**src/rtl/core_seq.sv**
```systemverilog
// Instruction sequencer for the weight-stationary core: for each kernel index it
// fetches weights, loads them, flushes the array, streams activations, executes and drains psums.
module core_seq #(
  parameter int row     = 8,
  parameter int col     = 8,
  parameter int bw      = 4,
  parameter int psum_bw = 16,
  parameter int ADDR_W  = 11
) (
  input  logic                   clk,
  input  logic                   reset,
  input  logic                   start,
  input  logic [3:0]             num_kij,
  input  logic [ADDR_W-1:0]      len_nij,
  input  logic [ADDR_W-1:0]      w_base,
  input  logic [ADDR_W-1:0]      a_base,
  input  logic [ADDR_W-1:0]      p_base,
  input  logic                   ofifo_valid,
  output logic [36:0]            inst,
  output logic [psum_bw*row-1:0] D_xmem,
  output logic                   busy,
  output logic                   done
);

  localparam int COL_SH = $clog2(col);
  localparam logic [ADDR_W-1:0] COL_N   = ADDR_W'(col);
  localparam logic [ADDR_W-1:0] FLUSH_N = ADDR_W'(row + col);
  localparam logic [36:0] IDLE_WORD = 37'h1_800C_0000;

  localparam int B_LOAD = 0, B_EXEC = 1, B_L0WR = 2, B_L0RD = 3, B_ORD = 6;
  localparam int B_XCEN = 19, B_PWEN = 31, B_PCEN = 32, B_ACC = 33;

  if (bw < 1 || col < 1 || (col & (col - 1)) != 0) begin : g_param_chk
    $error("core_seq: col must be a power of two and bw positive");
  end

  typedef enum logic [2:0] {
    S_IDLE, S_WFETCH, S_KLOAD, S_FLUSH, S_AFETCH, S_EXEC, S_DRAIN, S_FIN
  } state_t;

  state_t            state, state_d;
  logic [ADDR_W-1:0] cnt, cnt_d, n, n_d;
  logic [3:0]        kij, kij_d, nk;
  logic [ADDR_W-1:0] ln, wb, ab, pb;
  logic [ADDR_W-1:0] wb_eff;
  logic              accept, wr_d, busy_d, done_d;
  logic [36:0]       inst_d;

  assign accept = (state == S_IDLE) && start;
  // Outputs are decoded from the next state, so the first weight address must
  // come straight from the port while the base is being latched.
  assign wb_eff = (state == S_IDLE) ? w_base : wb;
  assign D_xmem = '0;

  always_comb begin
    state_d = state;
    cnt_d   = cnt;
    n_d     = n;
    kij_d   = kij;
    wr_d    = 1'b0;
    case (state)
      S_IDLE: begin
        if (start) begin
          cnt_d = '0;
          n_d   = '0;
          kij_d = '0;
          if (num_kij == '0 || len_nij == '0) begin
            state_d = S_FIN;
            cnt_d   = ADDR_W'(1);
          end else begin
            state_d = S_WFETCH;
          end
        end
      end
      S_WFETCH: begin
        if (cnt == COL_N) begin state_d = S_KLOAD; cnt_d = '0; end
        else cnt_d = cnt + 1'b1;
      end
      S_KLOAD: begin
        if (cnt == COL_N - 1'b1) begin state_d = S_FLUSH; cnt_d = '0; end
        else cnt_d = cnt + 1'b1;
      end
      S_FLUSH: begin
        if (cnt == FLUSH_N - 1'b1) begin state_d = S_AFETCH; cnt_d = '0; end
        else cnt_d = cnt + 1'b1;
      end
      S_AFETCH: begin
        if (cnt == ln) begin state_d = S_EXEC; cnt_d = '0; end
        else cnt_d = cnt + 1'b1;
      end
      S_EXEC: begin
        if (cnt == ln - 1'b1) begin state_d = S_DRAIN; cnt_d = '0; n_d = '0; end
        else cnt_d = cnt + 1'b1;
      end
      S_DRAIN: begin
        if (n == ln) begin
          cnt_d = '0;
          n_d   = '0;
          if (kij + 4'd1 == nk) state_d = S_FIN;
          else begin
            state_d = S_WFETCH;
            kij_d   = kij + 4'd1;
          end
        end else if (ofifo_valid) begin
          wr_d = 1'b1;
          n_d  = n + 1'b1;
        end
      end
      S_FIN: begin
        // cnt!=0 marks the extra busy cycle used by the empty-job path
        if (cnt != '0) cnt_d = '0;
        else state_d = S_IDLE;
      end
      default: state_d = S_IDLE;
    endcase

    inst_d = IDLE_WORD;
    case (state_d)
      S_WFETCH: begin
        if (cnt_d != COL_N) begin
          inst_d[B_XCEN] = 1'b0;
          inst_d[17:7]   = wb_eff + (ADDR_W'(kij_d) << COL_SH) + cnt_d;
        end
        inst_d[B_L0WR] = (cnt_d != '0);
      end
      S_KLOAD: begin
        inst_d[B_LOAD] = 1'b1;
        inst_d[B_L0RD] = 1'b1;
      end
      S_AFETCH: begin
        if (cnt_d != ln) begin
          inst_d[B_XCEN] = 1'b0;
          inst_d[17:7]   = ab + cnt_d;
        end
        inst_d[B_L0WR] = (cnt_d != '0);
      end
      S_EXEC: begin
        inst_d[B_EXEC] = 1'b1;
        inst_d[B_L0RD] = 1'b1;
      end
      S_DRAIN: begin
        if (wr_d) begin
          inst_d[B_ORD]  = 1'b1;
          inst_d[B_PCEN] = 1'b0;
          inst_d[B_PWEN] = 1'b0;
          inst_d[30:20]  = pb + n;
          inst_d[B_ACC]  = (kij != '0);
        end
      end
      default: ;
    endcase

    done_d = (state_d == S_FIN) && (cnt_d == '0);
    busy_d = (state_d != S_IDLE) && !done_d;
  end

  always_ff @(posedge clk or posedge reset) begin
    if (reset) begin
      state <= S_IDLE;
      cnt   <= '0;
      n     <= '0;
      kij   <= '0;
      nk    <= '0;
      ln    <= '0;
      wb    <= '0;
      ab    <= '0;
      pb    <= '0;
      inst  <= IDLE_WORD;
      busy  <= 1'b0;
      done  <= 1'b0;
    end else begin
      state <= state_d;
      cnt   <= cnt_d;
      n     <= n_d;
      kij   <= kij_d;
      inst  <= inst_d;
      busy  <= busy_d;
      done  <= done_d;
      if (accept) begin
        nk <= num_kij;
        ln <= len_nij;
        wb <= w_base;
        ab <= a_base;
        pb <= p_base;
      end
    end
  end

endmodule

```
**config.mk**
```make
export PLATFORM = sky130hd
export DESIGN_NAME = core_seq
export DESIGN_NICKNAME = d
export VERILOG_FILES = /design/src/rtl/core_seq.sv
export SDC_FILE = /design/constraint.sdc
export NUM_CORES = 1
export LEC_CHECK = 0
export BUFFER_PORTS_ARGS = -buffer_cell sky130_fd_sc_hd__buf_2
export CORE_MARGIN = 2
export CORE_UTILIZATION = 30
export CTS_CLUSTER_SIZE = 14
export DETAILED_ROUTE_END_ITERATION = 10
export REMOVE_ABC_BUFFERS = 1
export SYNTH_ARGS = -nofsm -noshare
export SYNTH_HDL_FRONTEND = slang
export SYNTH_SLANG_ARGS = --single-unit
```
**constraint.sdc**
```tcl
create_clock -name clk -period 7.15 [get_ports clk]
set_input_delay 0.3575 -clock clk [delete_from_list [all_inputs] [get_ports clk]]
set_output_delay 0.3575 -clock clk [all_outputs]
set_load 0.03 [all_outputs]
```
* Word-level counts from Yosys, hierarchy flattened
Index checks and enable logic that the tools add are counted.
Word-level totals: flip-flop bits (word level) 110, input port bits 52, output and inout port bits 167
Cells by class: add/sub/neg operators 8, mux-type cells 48, eq/ne operators 25, reductions and logical operators 17
Operator list (count):
- 11-bit two-way mux | 15
- 11-bit case mux with 8 select lines | 1
- 11-bit adder | 3
- 11-bit equality test | 3
- 11-bit case mux with 3 select lines | 1
- 3-bit two-way mux | 10
- 14-bit two-way mux | 2
- 3-bit equality test (second input constant) | 8
- 3-bit case mux with 8 select lines | 1
- 11-bit by 1-bit adder with 11-bit output (second input constant) | 2
- 11-bit by 4-bit equality test with 1-bit output (second input constant) | 2
- 11-bit logical NOT | 2
- 11-bit case mux with 2 select lines | 1
- 11-bit nonzero test | 2
- 1-bit two-way mux | 12
- 4-bit two-way mux | 3
- 11-bit by 7-bit adder with 11-bit output | 1
- 11-bit by 3-bit equality test with 1-bit output (second input constant) | 1
- 11-bit inequality test | 1
- 11-bit by 4-bit inequality test with 1-bit output (second input constant) | 1
- 11-bit by 1-bit subtractor with 11-bit output (second input constant) | 1
- 3-bit by 2-bit equality test with 1-bit output (second input constant) | 3
- 4-bit case mux with 2 select lines | 1
- 3-bit by 1-bit equality test with 1-bit output (second input constant) | 2
- other kinds (14) | 19

* Logic depth before layout (Yosys ltp)
depth in word-level cells 9, gate-level depth with buffers 24, mapped depth without buffers 23

* Least setup slack after synthesis
No wires, ideal clock.
path type flip-flop to flip-flop, from register ln[1], to register inst[17], stages on the path, launching flop included 25, data required time 7049 ps, arrival 5089 ps, setup time 101 ps, setup slack 1960 ps, buffers on the path 1, cells stage by stage dfrtp_1 > clkbuf_1 > inv_1 > ha_1 > nor3b_1 > a21oi_1 > a2111oi_0 > o21ai_0 > o21ai_1 > a31oi_1 > o21ai_0 > inv_1 > ha_1 > inv_1 > fa_1 > nor2b_1 > o21ai_0 > a21boi_0 > o21ai_0 > nand2b_1 > a31oi_1 > or4b_2 > o311ai_0 > xnor2_1 > o32ai_1
Between the ends: longest elaborated chain between the ends 7, elaborated cells between the ends (all ways) 24, those cells by class add/sub (4); eq/ne (7); mux (13)
Ends and longest elaborated chain:
- start, declared | RTL line 44 | logic [ADDR_W-1:0] ln, wb, ab, pb;
- start signal, assigned | RTL line 181 | ln <= len_nij;
- 11-bit by 1-bit subtractor with 11-bit output | RTL line 92 | if (cnt == ln - 1'b1) begin state_d = S_DRAIN; cnt_d = '0; n_d = '0; end
- 11-bit equality test | RTL line 92
- 11-bit two-way mux | RTL line 92
- 11-bit case mux with 8 select lines (*) | RTL line 61 | case (state)
- net cnt_d[0] | RTL line 42 | logic [ADDR_W-1:0] cnt, cnt_d, n, n_d;
- 11-bit adder (tied with other cells) | RTL line 133 | inst_d[17:7] = ab + cnt_d;
- 11-bit two-way mux, on equally long branches | RTL line 131, 120
- 11-bit case mux with 2 select lines (*) | RTL line 118 | case (state_d)
- net inst_d[17] | RTL line 47 | logic [36:0] inst_d;
- end signal, assigned | RTL line 176 | inst <= inst_d;
- end, declared | RTL line 19 | output logic [36:0] inst,
The timed path passes the listed nets; every way through them passes the cells marked *. A chain may end at the register's enable or synchronous reset.

* Final worst setup path
from register ln[0], to register inst[17]
The elaborated chain is that of the path after synthesis.

==> results.sh <==
export IMPL_status="finished clean"
export IMPL_grt_antenna_before_repair=1
export IMPL_io_pins=219
export IMPL_fp_dieW_um=172
export IMPL_grt_busiest_layer="met2"
export IMPL_vdd_ir_drop_max_mv=0.161
export IMPL_viasPerCell=4.66
export IMPL_arrival_ns=6.39
export IMPL_reg2reg_depth=23
export IMPL_syn_inst=1020
export IMPL_r2r_setup_slack_ns=1.02
export IMPL_synth_edf_count=0
export IMPL_r2r_start="ln[0]"
export IMPL_cts_root_buf="clkbuf_16"
export IMPL_fmax_ghz=0.163
export IMPL_worstSetupStartpointType="flip-flop"
export IMPL_cts_repair_resized=0
export IMPL_fp_dieH_um=172
export IMPL_crit_slowest_cell="o21ai_1"
export IMPL_grt_pass1_vias=6380
export IMPL_hold_worst_slack_ns=0.0825
export IMPL_cp_required_ns=7.42
export IMPL_crit_top_cell="o21ai_0"
export IMPL_syn_area_per_cell_um2=8.29
export IMPL_cp_max_fo=9
export IMPL_antennaDiodeCount=0
export IMPL_maxSlewHeadroom_pct=23.3
export IMPL_met2_usage_pct=24.4
export IMPL_grt_max_degree=58
export IMPL_numCtsBuffers=9
export IMPL_cts_hold_buffers=0
export IMPL_synth_warnings=0
export IMPL_drc=0
export IMPL_cpPeakStageDelay_ns=0.65
export IMPL_finalPower_uw=3460
export IMPL_clk_path_buf_depth=2
export IMPL_hp_class="in2async"
export IMPL_final_antenna_net_count=0
export IMPL_use_met3_pct=3.11
export IMPL_hold_viol_final=0
export IMPL_worstReg2RegEnd="inst[17]"
export IMPL_dp_hpwl_um=17000
export IMPL_fin_skew_ns=0.00805
export IMPL_core_area_um2=27800
export IMPL_fp_row_count=61
export IMPL_fillers=2949
export IMPL_critPathCaptureType="flip-flop"
export IMPL_grt_remaining_overflow=0
export IMPL_crit_end="inst[17]"
export IMPL_multiInputGateArea_um2=4850
export IMPL_drt_initial_drc_count=489
export IMPL_post_route_util_pct=32.5
export IMPL_maxCapViolCount=0
export IMPL_rsz0062_at_grt="false"
export IMPL_post_drt_wl_per_cell_um=15.3
export IMPL_synth_seq_cells=109
export IMPL_post_cts_setup_buffers=0
export IMPL_cts_max_level=3
export IMPL_synth_ff_type="dfrtp_1"
export IMPL_cts_tree="yes"
export IMPL_grt_pass1_wl_um=34500
export IMPL_ys_types=80
export IMPL_start_util_pct=30.4
export IMPL_drive_gt1_share_pct=12.7
export IMPL_p_leak_uw=0.00449
export IMPL_path_cells="inv_1 > ha_1 > nor3b_1 > a21oi_1 > a2111oi_0 > o21ai_0 > o21ai_1 > a31oi_1 > o21ai_0 > inv_1 > ha_1 > inv_1 > fa_1 > nor2b_1 > o21ai_0 > a21boi_0 > o21ai_0 > nand2b_1 > a31oi_1 > or4b_2 > o311ai_0 > xnor2_1 > o32ai_1"
export IMPL_fin_tns_setup_ns=0
export IMPL_synth_async_sr_flop_share_pct=100
export IMPL_cts_sinks=109
export IMPL_power_density_nw_per_um2=384
export IMPL_worstMarginPinSlew_ns=1.12
export IMPL_drtPass1Iterations=6
export IMPL_wl_um=22300
export IMPL_yosysSeqAreaShare_pct=32.3
export IMPL_met1_usage_pct=20.1
export IMPL_port_buffer_count=84
export IMPL_drv_slew=0
export IMPL_crit_type="reg2reg"
export IMPL_vias=6804
export IMPL_clk_latency_ns=0.36
export IMPL_gp_congestion=0.925
export IMPL_final_net_count=1177
export IMPL_instances_no_fill=1459
export IMPL_regArea_um2=2730
export IMPL_clkTransAtPathRegs_ns=0.07
export IMPL_dieArea_um2=29600
export IMPL_fin_crit_sh_pct=85.7
export IMPL_grt_usage_pct=15.2
export IMPL_min_period_ns=6.13
export IMPL_setup_violations=0
export IMPL_post_place_cells=1444
export IMPL_area_growth_pct=6.61
export IMPL_netlist_area_um2=8460
export IMPL_cp_startpoint="ln[0]"
==> final cells by class <==
type,count,share of cell area (%)
Multi-Input combinational cell,818,53.8
Sequential cell,109,30.3
Timing Repair Buffer,93,5.41
Tap cell,378,5.24
Clock buffer,10,2.65
Inverter,46,1.94
Clock inverter,5,0.666
==> critical path: cells and delay by family (launching register included) <==
| kind | cells | cell delay [ns] |
|---|---|---|
| adder cells (fa/ha/maj) | 3 | 0.69 |
| XOR/XNOR | 1 | 0.11 |
| flip-flops | 1 | 0.45 |
| AO/OA/AOI/OAI | 12 | 3.07 |
| buffers and inverters | 3 | 0.41 |
| AND/OR/NAND/NOR | 4 | 1.31 |
==> worst min path at each step <==
stage | from | end | slack (ns)
floorplan | wb[10] | wb[10] | 0.44
global placement | wb[2] | wb[2] | 0.46
detailed placement | wb[2] | wb[2] | 0.46
CTS | reset | pb[2] | 0.10
global route | reset | inst[6] | 0.14
finish | reset | pb[2] | 0.08
==> metal layers <==
metal | up-vias | share of wire (%) | wire (um)
li1 | 3329 | - | -
met1 | 3194 | 46 | 10300
met2 | 245 | 45 | 10000
met3 | 36 | 6.4 | 1420
met4 | 0 | 2.6 | 573
met5 | - | 0 | 0
==> placed cells by master, fill, tap and decap left out, types with 8 or more instances in the layout <==
| cell | netlist | routed |
|---|---|---|
| nand4_1 | 11 | 11 |
| o21ai_0 | 44 | 44 |
| and3_1 | 8 | 8 |
| nor4_1 | 11 | 11 |
| nor2_1 | 44 | 44 |
| ha_1 | 41 | 41 |
| nand2_1 | 208 | 208 |
| o32ai_1 | 8 | 8 |
| nand2b_1 | 9 | 9 |
| clkbuf_16 | 0 | 9 |
| buf_4 | 135 | 9 |
| nand3_1 | 22 | 22 |
| dfrtp_1 | 107 | 107 |
| xor2_1 | 25 | 25 |
| nor2b_1 | 8 | 8 |
| inv_1 | 45 | 44 |
| conb_1 | 2 | 134 |
| nor3_1 | 19 | 18 |
| a21oi_1 | 36 | 36 |
| mux2i_1 | 8 | 8 |
| o21bai_1 | 9 | 9 |
| buf_2 | 3 | 84 |
| xnor2_1 | 43 | 43 |
| a21o_1 | 12 | 12 |
==> synth_stat cells (6+ instances only) <==
master / instances / share of area, %
a21o_1: 12 / 1.1
a21oi_1: 36 / 2.1
and2_1: 6 / 0.44
and3_1: 8 / 0.59
buf_4: 135 / 12
clkbuf_1: 34 / 1.5
dfrtp_1: 107 / 32
fa_1: 7 / 1.7
ha_1: 41 / 6.1
inv_1: 45 / 2.0
mux2i_1: 8 / 0.95
nand2_1: 208 / 9.2
nand2b_1: 9 / 0.67
nand3_1: 22 / 1.3
nand4_1: 11 / 0.81
nor2_1: 44 / 2.0
nor2b_1: 8 / 0.59
nor3_1: 19 / 1.1
nor4_1: 11 / 0.81
o21ai_0: 44 / 2.6
o21bai_1: 9 / 0.80
o31ai_1: 6 / 0.53
o32ai_1: 8 / 0.83
or2_2: 7 / 0.52
xnor2_1: 43 / 4.5
xor2_1: 25 / 2.6
==> power breakdown <==
group | total (uW) | switching, uW | internal (uW)
logic | 1890 | 1180 | 707
registers | 1050 | 241 | 813
clock network | 518 | 237 | 281
==> through the flow <==
step | worst slack (ns) | area [um2]
2_1_floorplan | 1.81 | 7750
3_3_place_gp | 1.18 | 8720
3_5_place_dp | 1.03 | 8720
4_1_cts | 1.03 | 9020
5_1_grt | 0.335 | 9020
6_report | 1.02 | 9020
==> cell families after synthesis <==
family,share of synthesized area (%)
other,0.0888
xor gates and xnor gates,7.04
DFF,32.3
muxes,1.21
AOI/OAI and AO/OA,14.7
and+or+nand+nor,20.7
adders and majority gates,7.72
buffers and inverters,16.3
==> flip-flops by register name, summed over array words and instances (netlist names) <==
name and cells:
n 11, pb 11, ln 11, nk 4
done 1, state 3, inst 30, cnt 11
wb 11, ab 11, kij 4, busy 1
(Power assumes the default switching activity.)
